--- config.mk ---
export PLATFORM = sky130hd
export DESIGN_NAME = freq_div_core_flat
export DESIGN_NICKNAME = d
export VERILOG_FILES = /design/src/rtl/freq_div_core_pkg.sv /design/src/rtl/freq_div_core_if.sv /design/src/rtl/freq_div_core.sv /design/src/flat_wrapper.sv
export SDC_FILE = /design/constraint.sdc
export NUM_CORES = 1
export LEC_CHECK = 0
export CAP_MARGIN = 20
export CORE_UTILIZATION = 55
export CTS_CLUSTER_SIZE = 8
export DETAILED_ROUTE_END_ITERATION = 10
export HOLD_SLACK_MARGIN = 0.03
export PLACE_DENSITY = 0.88
export SYNTH_ARGS = -nofsm -noshare
export SYNTH_HDL_FRONTEND = slang
export SYNTH_SLANG_ARGS = --single-unit
export TNS_END_PERCENT = 30
--- constraint.sdc ---
create_clock -name clk -period 3.8 [get_ports clk]
set_input_delay 0.38 -clock clk [delete_from_list [all_inputs] [get_ports clk]]
set_output_delay 0.38 -clock clk [all_outputs]
set_load 0.03 [all_outputs]
--- src/rtl/freq_div_core_pkg.sv ---
// Shared constants for the divisor selector and the programmable frequency divider.
// Divisor values are half-periods in clk cycles at CLK_HZ.
package freq_div_core_pkg;

    localparam int unsigned DIV_WIDTH = 32;
    localparam int unsigned CLK_HZ    = 50_000_000;

    localparam logic [DIV_WIDTH-1:0] DIV_100HZ = 32'd250000;
    localparam logic [DIV_WIDTH-1:0] DIV_200HZ = 32'd125000;
    localparam logic [DIV_WIDTH-1:0] DIV_300HZ = 32'd83333;
    localparam logic [DIV_WIDTH-1:0] DIV_400HZ = 32'd62500;

    // What the divider does on a given clk edge, in priority order.
    typedef enum logic [1:0] {
        ACT_HOLD    = 2'd0,
        ACT_RESTART = 2'd1,
        ACT_COUNT   = 2'd2,
        ACT_WRAP    = 2'd3
    } divAction_e;

endpackage

--- src/rtl/freq_div_core_if.sv ---
// Control and status bundle between the divisor selector (master) and the divider core (slave).
interface freq_div_core_if #(
    parameter int unsigned WIDTH = freq_div_core_pkg::DIV_WIDTH
);
    logic             en;
    logic             restart;
    logic [WIDTH-1:0] DivN;
    logic             clk_out;
    logic             tick;
    logic [WIDTH-1:0] div_active;
    logic             div_pending;

    modport master (
        output en, restart, DivN,
        input  clk_out, tick, div_active, div_pending
    );

    modport slave (
        input  en, restart, DivN,
        output clk_out, tick, div_active, div_pending
    );
endinterface

--- src/rtl/freq_div_core.sv ---
// Programmable 50%-duty clock divider: DivN is the half-period; a new divisor is only
// adopted at a half-period boundary so clk_out never glitches.
module freq_div_core
    import freq_div_core_pkg::*;
#(
    parameter int unsigned      WIDTH     = DIV_WIDTH,
    parameter logic [WIDTH-1:0] RESET_DIV = WIDTH'(DIV_100HZ)
) (
    input  logic          clk,
    input  logic          rst_n,
    freq_div_core_if.slave bus
);

    localparam logic [WIDTH-1:0] ZERO         = {WIDTH{1'b0}};
    localparam logic [WIDTH-1:0] ONE          = {{(WIDTH-1){1'b0}}, 1'b1};
    localparam logic [WIDTH-1:0] RESET_ACTIVE = (RESET_DIV == ZERO) ? ONE : RESET_DIV;

    function automatic logic [WIDTH-1:0] clampDiv(input logic [WIDTH-1:0] x);
        logic [WIDTH-1:0] y;
        if (x == ZERO) begin
            y = ONE;
        end else begin
            y = x;
        end
        return y;
    endfunction

    logic [WIDTH-1:0] cnt_r;
    logic [WIDTH-1:0] cnt_s;
    logic             clkOut_r;
    logic             clkOut_s;
    logic             tick_r;
    logic             tick_s;
    logic [WIDTH-1:0] divActive_r;
    logic [WIDTH-1:0] divActive_s;
    logic [WIDTH-1:0] reqDiv_s;
    logic             atBoundary_s;
    divAction_e       action_s;

    assign reqDiv_s = clampDiv(bus.DivN);
    // divActive_r is never zero, so the subtraction cannot wrap.
    assign atBoundary_s = (cnt_r == (divActive_r - ONE));

    // Decode this edge's action: restart beats enable.
    always_comb begin
        action_s = ACT_HOLD;
        if (bus.restart) begin
            action_s = ACT_RESTART;
        end else if (bus.en) begin
            if (atBoundary_s) begin
                action_s = ACT_WRAP;
            end else begin
                action_s = ACT_COUNT;
            end
        end else begin
            action_s = ACT_HOLD;
        end
    end

    // Next-state for counter, output phase, tick and active divisor.
    always_comb begin
        cnt_s       = cnt_r;
        clkOut_s    = clkOut_r;
        tick_s      = 1'b0;
        divActive_s = divActive_r;
        case (action_s)
            ACT_RESTART: begin
                cnt_s       = ZERO;
                clkOut_s    = 1'b0;
                divActive_s = reqDiv_s;
            end
            ACT_COUNT: begin
                cnt_s = cnt_r + ONE;
            end
            ACT_WRAP: begin
                cnt_s       = ZERO;
                clkOut_s    = ~clkOut_r;
                tick_s      = 1'b1;
                divActive_s = reqDiv_s;
            end
            ACT_HOLD: begin
                cnt_s = cnt_r;
            end
            default: begin
                cnt_s = cnt_r;
            end
        endcase
    end

    // State registers with asynchronous reset.
    always_ff @(posedge clk or negedge rst_n) begin
        if (!rst_n) begin
            cnt_r       <= ZERO;
            clkOut_r    <= 1'b0;
            tick_r      <= 1'b0;
            divActive_r <= RESET_ACTIVE;
        end else begin
            cnt_r       <= cnt_s;
            clkOut_r    <= clkOut_s;
            tick_r      <= tick_s;
            divActive_r <= divActive_s;
        end
    end

    assign bus.clk_out     = clkOut_r;
    assign bus.tick        = tick_r;
    assign bus.div_active  = divActive_r;
    assign bus.div_pending = (reqDiv_s != divActive_r);

endmodule

--- src/flat_wrapper.sv ---
// flat-port wrapper written by rule: the top's interface ports become plain ports
module freq_div_core_flat import freq_div_core_pkg::*;
#(
    parameter int unsigned      WIDTH     = DIV_WIDTH,
    parameter logic [WIDTH-1:0] RESET_DIV = WIDTH'(DIV_100HZ)
)
  (clk, rst_n, bus_en, bus_restart, bus_DivN, bus_clk_out, bus_tick, bus_div_active, bus_div_pending);
  freq_div_core_if #(.WIDTH(WIDTH)) bus_i ();
  input  logic clk;
  input  logic rst_n;
  input wire logic [$bits(bus_i.en)-1:0] bus_en;
  input wire logic [$bits(bus_i.restart)-1:0] bus_restart;
  input wire logic [$bits(bus_i.DivN)-1:0] bus_DivN;
  output wire logic [$bits(bus_i.clk_out)-1:0] bus_clk_out;
  output wire logic [$bits(bus_i.tick)-1:0] bus_tick;
  output wire logic [$bits(bus_i.div_active)-1:0] bus_div_active;
  output wire logic [$bits(bus_i.div_pending)-1:0] bus_div_pending;
  assign bus_i.en = bus_en;
  assign bus_i.restart = bus_restart;
  assign bus_i.DivN = bus_DivN;
  assign bus_clk_out = bus_i.clk_out;
  assign bus_tick = bus_i.tick;
  assign bus_div_active = bus_i.div_active;
  assign bus_div_pending = bus_i.div_pending;
  freq_div_core #(.WIDTH(WIDTH), .RESET_DIV(RESET_DIV)) u_core (.clk(clk), .rst_n(rst_n), .bus(bus_i));
endmodule
==> insert_results.sql, run 1 <==
INSERT INTO impl_metrics (metric_group, metric, value, unit) VALUES
('layout', 'n_fill_cell', '576', ''),
('clock_network', 'ctsHoldBuffers', '0', ''),
('setup_path', 'worstSetupPathDepth', '12', ''),
('setup_path', 'crit_family', 'simple AND/OR/NAND/NOR gates', ''),
('pwr', 'total_leakage_power', '2.24', 'nW'),
('sta', 'timing_hold_violations_final', '0', ''),
('die', 'core_region_area', '0.00818', 'mm²'),
('yosys', 'ys_warn_count', '0', ''),
('die', 'floorplan.die.width', '93.5', 'µm'),
('setup_path', 'r2r_setup_slack', '60', 'ps'),
('setup_path', 'rr_startpoint', 'u_core.bus.div_active[0]$_DFFE_PN0N_', ''),
('setup_path', 'worst_ep_required_time', '4080', 'ps'),
('setup_path', 'critical_path.max_stage_delay', '510', 'ps'),
('clock_network', 'cts_root_buf', 'sky130_fd_sc_hd__clkbuf_8', ''),
('yosys', 'synthesis.nets', '519', ''),
('yosys', 'synth_edf_count', '0', ''),
('clock_network', 'clk_latency', '360', 'ps'),
('clock_network', 'cts-buffers-inserted', '9', ''),
('detailed_routing', 'postRouteWirelength', '13.1', 'mm'),
('sta', 'post_layout_min_period', '3740', 'ps'),
('sta', 'max_freq', '267', 'MHz'),
('layout', 'synthesis_to_layout_area_growth', '24.2', '%'),
('run_status', 'run_status', 'finished with violations', ''),
('clock_network', 'tritoncts_clock_tree', 'yes', ''),
('run', 'timing.max_cap.violations', '0', ''),
('clock_network', 'depth_of_the_cts_h_tree', '3', ''),
('setup_path', 'critical_path.endpoint_type', 'flop', ''),
('layout', 'antenna_cells', '0', ''),
('sta', 'final_min_period_over_clock_period', '98.4', '%'),
('detailed_routing', 'num_vias', '4050', ''),
('detailed_routing', 'detail-route-antenna-nets', '0', ''),
('detailed_routing', 'route.detailed.wl_per_inst', '19.4', 'µm'),
('hold_path', 'worst_hold_path_type', 'primary input to async pin', ''),
('die', 'die_ar', '0.00875', 'mm²'),
('setup_path', 'crit_fanout', '16', ''),
('yosys', 'synthArstFlopShare', '100', '%'),
('setup_path', 'critPathLaunchType', 'flop', ''),
('yosys', 'syn_area', '0.00461', 'mm²'),
('layout', 'final_net_count', '601', ''),
('clock_network', 'clock_path_buffers', '2', ''),
('setup_path', 'path_buf_inv', '3', ''),
('grt', 'grtUsageTotal', '29.7', '%'),
('pwr', 'worst_ir_drop_vdd', '0.182', 'mV'),
('die', 'ios', '71', ''),
('die', 'floorplan.initialDensity', '56.4', '%'),
('detailed_routing', 'drc_errors', '2', ''),
('sta', 'worstMarginPinSlew', '890', 'ps'),
('sta', 'maxSlewHeadroom', '40.7', '%'),
('setup_path', 'timing_worst_setup_path_type', 'flop to flop', ''),
('yosys', 'synthDistinctLibCells', '66', ''),
('setup_path', 'worst_path_max_delay_cell', 'sky130_fd_sc_hd__or4_1', ''),
('setup_path', 'reg2reg_depth', '12', ''),
('grt', 'pin_count_of_the_biggest_net_entering_global_routing', '41', ''),
('setup_path', 'endpoint_arrival_time_on_the_critical_path', '4020', 'ps'),
('sta', 'setup-tns-final', '0', 'ps'),
('layout', 'final-seq-area', '0.00166', 'mm²'),
('setup_path', 'crit_start', 'u_core.bus.div_active[0]$_DFFE_PN0N_', ''),
('layout', 'final_cells', '673', ''),
('layout', 'final_layout_size_suffix_gt1_share', '17.1', '%'),
('sta', 'final.setup_skew', '14.3', 'ps'),
('yosys', 'ys_ff_latch', '66', ''),
('clock_network', 'cts.clk_slew.worst_paths', '80', 'ps'),
('setup_path', 'ordered_cell_list_for_the_critical_path', 'inv_1 -> ha_1 -> nor4b_4 -> nand4_1 -> buf_4 -> or4_1 -> nand2_1 -> or4b_1 -> nand4bb_4 -> o21bai_4 -> clkbuf_16 -> mux2_2', ''),
('setup_path', 'reg2reg_to', 'u_core.bus.div_active[16]$_DFFE_PN1N_', ''),
('yosys', 'postSynth.topFlopCell', 'sky130_fd_sc_hd__dfrtp_1', ''),
('setup_path', 'critical_path_end', 'u_core.bus.div_active[16]$_DFFE_PN1N_', ''),
('placement', 'gpl.final_weighted_congestion', '1.00', ''),
('grt', 'grt_pass1_vias', '3933', ''),
('run_status', 'failed_checks', 'DRC', ''),
('detailed_routing', 'drtPass1Iterations', '8', ''),
('placement', 'hpwl', '9.65', 'mm');
## per-layer routing
metal | global-route usage, % | routed length [µm]
met3 | 6.83 | 1060
met1 | 37.7 | 5530
met5 | 0 | 0
met2 | 49.3 | 5950
met4 | 11.2 | 510
## cells in the mapped netlist, types with 3 or more instances
master | n | area share, %
sky130_fd_sc_hd__or3_1 | 7 | 0.95
sky130_fd_sc_hd__xnor2_1 | 66 | 13
sky130_fd_sc_hd__inv_1 | 8 | 0.65
sky130_fd_sc_hd__nand4_1 | 16 | 2.2
sky130_fd_sc_hd__or2_2 | 4 | 0.54
sky130_fd_sc_hd__clkbuf_1 | 17 | 1.4
sky130_fd_sc_hd__a31oi_1 | 3 | 0.41
sky130_fd_sc_hd__nor3_1 | 15 | 1.6
sky130_fd_sc_hd__mux2_4 | 10 | 3.3
sky130_fd_sc_hd__mux2_2 | 18 | 4.4
sky130_fd_sc_hd__nand3_1 | 22 | 2.4
sky130_fd_sc_hd__dfrtp_1 | 59 | 32
sky130_fd_sc_hd__or4_1 | 3 | 0.49
sky130_fd_sc_hd__dfstp_2 | 7 | 4.0
sky130_fd_sc_hd__o21ai_0 | 8 | 0.87
sky130_fd_sc_hd__o211ai_1 | 4 | 0.65
sky130_fd_sc_hd__xor2_1 | 35 | 6.7
sky130_fd_sc_hd__and4_1 | 8 | 1.5
sky130_fd_sc_hd__buf_6 | 6 | 1.5
sky130_fd_sc_hd__nor2_1 | 49 | 4.0
sky130_fd_sc_hd__nand2_1 | 29 | 2.4
sky130_fd_sc_hd__mux2_1 | 4 | 0.98
sky130_fd_sc_hd__and3_1 | 11 | 1.5
sky130_fd_sc_hd__nor4_1 | 19 | 2.6
## sequential cells by signal (all words and copies together), names as in the netlist
name	count
u_core.bus.clk_out	1
u_core.bus.div_active	32
u_core.bus.tick	1
u_core.cnt_r	32
## worst reg2reg max path, stage by stage, from the launching register on
cell and delay (ps):
sky130_fd_sc_hd__dfrtp_2 460, sky130_fd_sc_hd__inv_1 80, sky130_fd_sc_hd__ha_1 180, sky130_fd_sc_hd__nor4b_4 280, sky130_fd_sc_hd__nand4_1 220, sky130_fd_sc_hd__buf_4 210, sky130_fd_sc_hd__or4_1 520, sky130_fd_sc_hd__nand2_1 120
sky130_fd_sc_hd__or4b_1 460, sky130_fd_sc_hd__nand4bb_4 230, sky130_fd_sc_hd__o21bai_4 290, sky130_fd_sc_hd__clkbuf_16 270, sky130_fd_sc_hd__mux2_2 360
## logic make-up after synthesis
family	Yosys count	share of synthesized area, %
buf+inv	37	4.72
compound gates	40	6.76
mux	33	8.85
flops	66	36.0
fa+ha+maj	2	0.543
xor+xnor	101	19.2
simple gates	202	23.9
## metrics by stage
step           setup WS [ps]  utilization [%]  cell area, µm²  hold slack [ps]
2_1_floorplan            117                -            4610             84.4
3_3_place_gp             260             66.9            5470              526
3_5_place_dp            99.0             66.9            5470              546
4_1_cts                 83.4             69.0            5640              168
5_1_grt                -7.91             70.0            5720              206
6_report                60.6             70.0            5720              137
## layout by cell type (no fill, tap or decap), types with 7 or more instances in the layout
| cell | n |
|---|---|
| sky130_fd_sc_hd__and3_1 | 11 |
| sky130_fd_sc_hd__and4_1 | 8 |
| sky130_fd_sc_hd__buf_4 | 27 |
| sky130_fd_sc_hd__clkbuf_8 | 10 |
| sky130_fd_sc_hd__clkdlybuf4s50_1 | 69 |
| sky130_fd_sc_hd__dfrtp_1 | 57 |
| sky130_fd_sc_hd__dfstp_2 | 7 |
| sky130_fd_sc_hd__inv_1 | 8 |
| sky130_fd_sc_hd__mux2_2 | 18 |
| sky130_fd_sc_hd__mux2_4 | 10 |
| sky130_fd_sc_hd__nand2_1 | 29 |
| sky130_fd_sc_hd__nand3_1 | 22 |
| sky130_fd_sc_hd__nand4_1 | 16 |
| sky130_fd_sc_hd__nor2_1 | 49 |
| sky130_fd_sc_hd__nor3_1 | 14 |
| sky130_fd_sc_hd__nor4_1 | 19 |
| sky130_fd_sc_hd__o21ai_0 | 8 |
| sky130_fd_sc_hd__or3_1 | 7 |
| sky130_fd_sc_hd__xnor2_1 | 66 |
| sky130_fd_sc_hd__xor2_1 | 35 |
## how the worst min path moves through the flow
stage,to,slack (ps),cells after the start,from
after floorplan,u_core.bus.clk_out$_DFFE_PN0N_,80,0,rst_n
after global placement,u_core.bus.div_active[18]$_DFFE_PN0N_,530,1,rst_n
after detailed placement,u_core.bus.div_active[23]$_DFFE_PN0N_,550,1,rst_n
after CTS,u_core.bus.div_active[23]$_DFFE_PN0N_,170,1,rst_n
after global routing,u_core.bus.div_active[21]$_DFFE_PN0N_,210,1,rst_n
final,u_core.bus.div_active[22]$_DFFE_PN0N_,140,1,rst_n
## repair_timing
action / 4_1_cts / 5_1_grt
setup endpoints to repair: 0 / 41
setup buffers: 0 / 1
gates resized for setup: 0 / 4
hold endpoints to repair: 0 / 0
## final cells by class
class / instances / area share, %
multi-input cells: 378 / 48.2
well taps: 105 / 2.30
clock inverters: 5 / 0.525
flip-flops and latches: 66 / 29.0
clock buffers: 11 / 2.47
repair buffers: 100 / 16.9
inverters: 8 / 0.525
## report_power, final
group | total (W) | internal [W] | switching (W)
clock | 0.000528 | 0.000251 | 0.000277
combinational | 0.000530 | 0.000253 | 0.000278
sequential | 0.000824 | 0.000745 | 0.0000786
Power figures use the tool's default switching activity.
==> run 2: changes to the inputs <==
--- a/config.mk
+++ b/config.mk
@@ -6,7 +6,9 @@
 export NUM_CORES = 1
 export LEC_CHECK = 0
 export CAP_MARGIN = 20
+export CORE_MARGIN = 2
 export CORE_UTILIZATION = 55
+export CTS_CLUSTER_DIAMETER = 60
 export CTS_CLUSTER_SIZE = 8
 export DETAILED_ROUTE_END_ITERATION = 10
 export HOLD_SLACK_MARGIN = 0.03
==> constraint.sdc (replaced) <==
create_clock -name clk -period 3.8 [get_ports clk]
set_input_delay 0.76 -clock clk [delete_from_list [all_inputs] [get_ports clk]]
set_output_delay 0.76 -clock clk [all_outputs]
set_load 0.03 [all_outputs]
==> insert_results.sql, run 2 (synthesis gave the netlist of run 1 again) <==
INSERT INTO impl_metrics (metric_group, metric, value, unit) VALUES
('pwr', 'report.power.total', '0.00192', 'W'),
('layout', 'final_net_count', '606', ''),
('sta', 'final_min_period_over_clock_period', '96.1', '%'),
('detailed_routing', 'route.layer.met1.wl', '5.54', 'mm'),
('sta', 'setup-tns-final', '0', 'ps'),
('setup_path', 'ordered_cell_list_for_the_critical_path', 'buf_4 -> or4_1 -> or3_1 -> o32a_1 -> or4b_1 -> nand4bb_1 -> o21bai_4 -> buf_12 -> mux2_2', ''),
('detailed_routing', 'drc_errors', '0', ''),
('layout', 'layout_common_cells', 'sky130_fd_sc_hd__clkdlybuf4s50_1 (68), sky130_fd_sc_hd__xnor2_1 (66), sky130_fd_sc_hd__dfrtp_1 (59), sky130_fd_sc_hd__nor2_1 (48), sky130_fd_sc_hd__xor2_1 (35)', ''),
('die', 'die_h', '95.5', 'µm'),
('setup_path', 'rr_startpoint', 'u_core.bus.div_active[0]$_DFFE_PN0N_', ''),
('layout', 'synthesis_to_layout_area_growth', '24.8', '%'),
('pwr', 'powerDensity', '333', 'mW/mm²'),
('sta', 'smallest_setup_slack_after_layout', '149', 'ps'),
('grt', 'globalRouteOverflowTotal', '0', ''),
('sta', 'worstMarginPinSlew', '562', 'ps'),
('placement', 'place_inst', '661', ''),
('clock_network', 'cts.clk_slew.worst_paths', '70', 'ps'),
('setup_path', 'reg2reg_to', 'u_core.bus.div_active[9]$_DFFE_PN0N_', ''),
('detailed_routing', 'route.detailed.wl_per_inst', '19.4', 'µm'),
('placement', 'placement.io_buffers', '70', ''),
('layout', 'n_fill_cell', '602', ''),
('detailed_routing', 'routed_via_density', '6.14', ''),
('die', 'num_rows', '33', ''),
('hold_path', 'worst_hold_path_type', 'primary input to async pin', ''),
('detailed_routing', 'detail-route-antenna-nets', '0', ''),
('die', 'core_region_area', '0.00818', 'mm²'),
('setup_path', 'endpoint_arrival_time_on_the_critical_path', '3890', 'ps'),
('setup_path', 'worst_ep_required_time', '4040', 'ps'),
('placement', 'gpl.final_weighted_congestion', '0.957', ''),
('detailed_routing', 'drtPass1Iterations', '5', ''),
('setup_path', 'critPathLaunchType', 'flop', ''),
('die', 'floorplan.initialDensity', '56.4', '%'),
('detailed_routing', 'top_signal_layer_used', 'met4', ''),
('layout', 'antenna_cells', '0', ''),
('setup_path', 'timing_worst_setup_path_type', 'flop to flop', ''),
('sta', 'rsz_0062_raised_after_global_routing', 'false', ''),
('detailed_routing', 'num_vias', '4166', ''),
('grt', 'grt_pass1_vias', '3985', ''),
('run_status', 'run_status', 'complete, no violations', ''),
('clock_network', 'cts_root_buf', 'sky130_fd_sc_hd__clkbuf_8', ''),
('pwr', 'worst_ir_drop_vdd', '0.151', 'mV'),
('layout', 'layout.cells.most_common', 'sky130_fd_sc_hd__clkdlybuf4s50_1', ''),
('placement', 'hpwl', '9.98', 'mm'),
('setup_path', 'reg2reg_depth', '9', ''),
('die', 'ios', '71', ''),
('setup_path', 'critical_path.max_stage_delay', '540', 'ps'),
('clock_network', 'cts-buffers-inserted', '9', ''),
('detailed_routing', 'met2RoutedLength', '6.43', 'mm'),
('clock_network', 'clock_path_buffers', '2', ''),
('setup_path', 'worst_path_max_delay_cell', 'sky130_fd_sc_hd__or4_1', ''),
('clock_network', 'clk_latency', '370', 'ps'),
('pwr', 'total_leakage_power', '2.23', 'nW'),
('sta', 'maxSlewHeadroom', '62.2', '%'),
('grt', 'grtUsageTotal', '30.2', '%'),
('layout', 'share_of_the_core_filled_with_cells_in_the_final_layout', '70.4', '%'),
('sta', 'timing_max_transition_violations_final', '0', ''),
('clock_network', 'depth_of_the_cts_h_tree', '3', ''),
('sta', 'max_freq', '274', 'MHz'),
('setup_path', 'crit_fanout', '22', ''),
('sta', 'post_layout_min_period', '3650', 'ps'),
('layout', 'final_cells', '678', ''),
('grt', 'pin_count_of_the_biggest_net_entering_global_routing', '29', ''),
('setup_path', 'r2r_setup_slack', '150', 'ps'),
('clock_network', 'ctsHoldBuffers', '0', ''),
('clock_network', 'clock_sink_count', '66', ''),
('sta', 'final.setup_skew', '17.8', 'ps'),
('die', 'die_ar', '0.00913', 'mm²'),
('detailed_routing', 'postRouteWirelength', '13.2', 'mm'),
('setup_path', 'critical_path.endpoint_type', 'flop', ''),
('grt', 'initial_antenna_violation_count', '0', ''),
('detailed_routing', 'detail_route.iter0.violations', '310', ''),
('clock_network', 'tritoncts_clock_tree', 'yes', ''),
('sta', 'final-setup-viol-count', '0', ''),
('placement', 'pre_cts_ws', '-61.8', 'ps'),
('run', 'timing.max_cap.violations', '0', ''),
('grt', 'grt_pass1_wl', '20.7', 'mm'),
('detailed_routing', 'met3_wirelength', '939', 'µm'),
('layout', 'final_layout_size_suffix_gt1_share', '18.0', '%'),
('die', 'floorplan.die.width', '95.5', 'µm'),
('sta', 'timing_hold_violations_final', '0', '');
[run 2: cell count changes in the layout (fill, tap and decap cells not counted), moves of 2 or more]
cell / delta
sky130_fd_sc_hd__dfrtp_2: -2
sky130_fd_sc_hd__clkinvlp_4: +3
sky130_fd_sc_hd__clkbuf_16: -2
sky130_fd_sc_hd__dfrtp_1: +2
sky130_fd_sc_hd__buf_4: +5
sky130_fd_sc_hd__clkinv_2: -2
[run 2: how the worst max path moves through the flow]
stage / startpoint / endpoint / slack [ps] / depth (start not counted)
after floorplan: u_core.bus.div_active[0]$_DFFE_PN0N_ / u_core.bus.div_active[27]$_DFFE_PN0N_ / 120 / 13
after global placement: bus_DivN[30] / bus_div_pending / -20 / 8
after detailed placement: bus_DivN[29] / bus_div_pending / -60 / 8
after CTS: bus_DivN[30] / bus_div_pending / 20 / 8
after global routing: u_core.bus.div_active[0]$_DFFE_PN0N_ / u_core.bus.div_active[9]$_DFFE_PN0N_ / 6 / 10
final: u_core.bus.div_active[0]$_DFFE_PN0N_ / u_core.bus.div_active[9]$_DFFE_PN0N_ / 150 / 9
[run 2: final cells by class]
class	count	area, µm²	area share, %
clock buffer	10	138	2.39
tap	105	131	2.28
timing repair buffer	105	990	17.2
multi-input combinational	378	2760	48.0
sequential	66	1660	28.9
clock inverter	6	42.5	0.740
inverter	8	30.0	0.522
[run 2: layer usage]
layer | GRT usage [%] | vias to the layer above
li1 | - | 1894
met1 | 39.2 | 2040
met2 | 50.4 | 205
met3 | 4.90 | 27
met4 | 11.8 | 0
met5 | 0 | -
[run 2: worst max-delay path, delay by kind of cell, from the launching register on]
kind | cells | cell delay, ps
AOI/OAI and AO/OA | 2 | 620
buffers and inverters | 2 | 400
DFF | 1 | 430
muxes | 1 | 360
and+or+nand+nor | 4 | 1720
[run 2: power breakdown]
group / internal [W] / switching, W
registers: 0.000744 / 0.0000733
logic: 0.000259 / 0.000283
clock network: 0.000253 / 0.000304
total: 0.00126 / 0.000660
[run 2: what timing repair did]
item / CTS / global route
resized for setup: 1 / 5
pin swaps: 0 / 2
setup buffers: 0 / 1
endpoints found under the setup margin: 1 / 32
[run 2: stage by stage]
stage                     hold WS [ps]  area, µm²
after floorplan                    464       4610
after global placement             561       5540
after detailed placement           556       5540
after CTS                          265       5720
after global routing               276       5750
final                              267       5750
==> run 3: changes to the inputs <==
--- a/config.mk
+++ b/config.mk
@@ -5,7 +5,7 @@
 export SDC_FILE = /design/constraint.sdc
 export NUM_CORES = 1
 export LEC_CHECK = 0
-export CAP_MARGIN = 20
+export CAP_MARGIN = 30
 export CORE_MARGIN = 2
 export CORE_UTILIZATION = 55
 export CTS_CLUSTER_DIAMETER = 60
==> results of run 3 <==
Same layout as run 2: the final DEF is identical, and so are final timing and power.
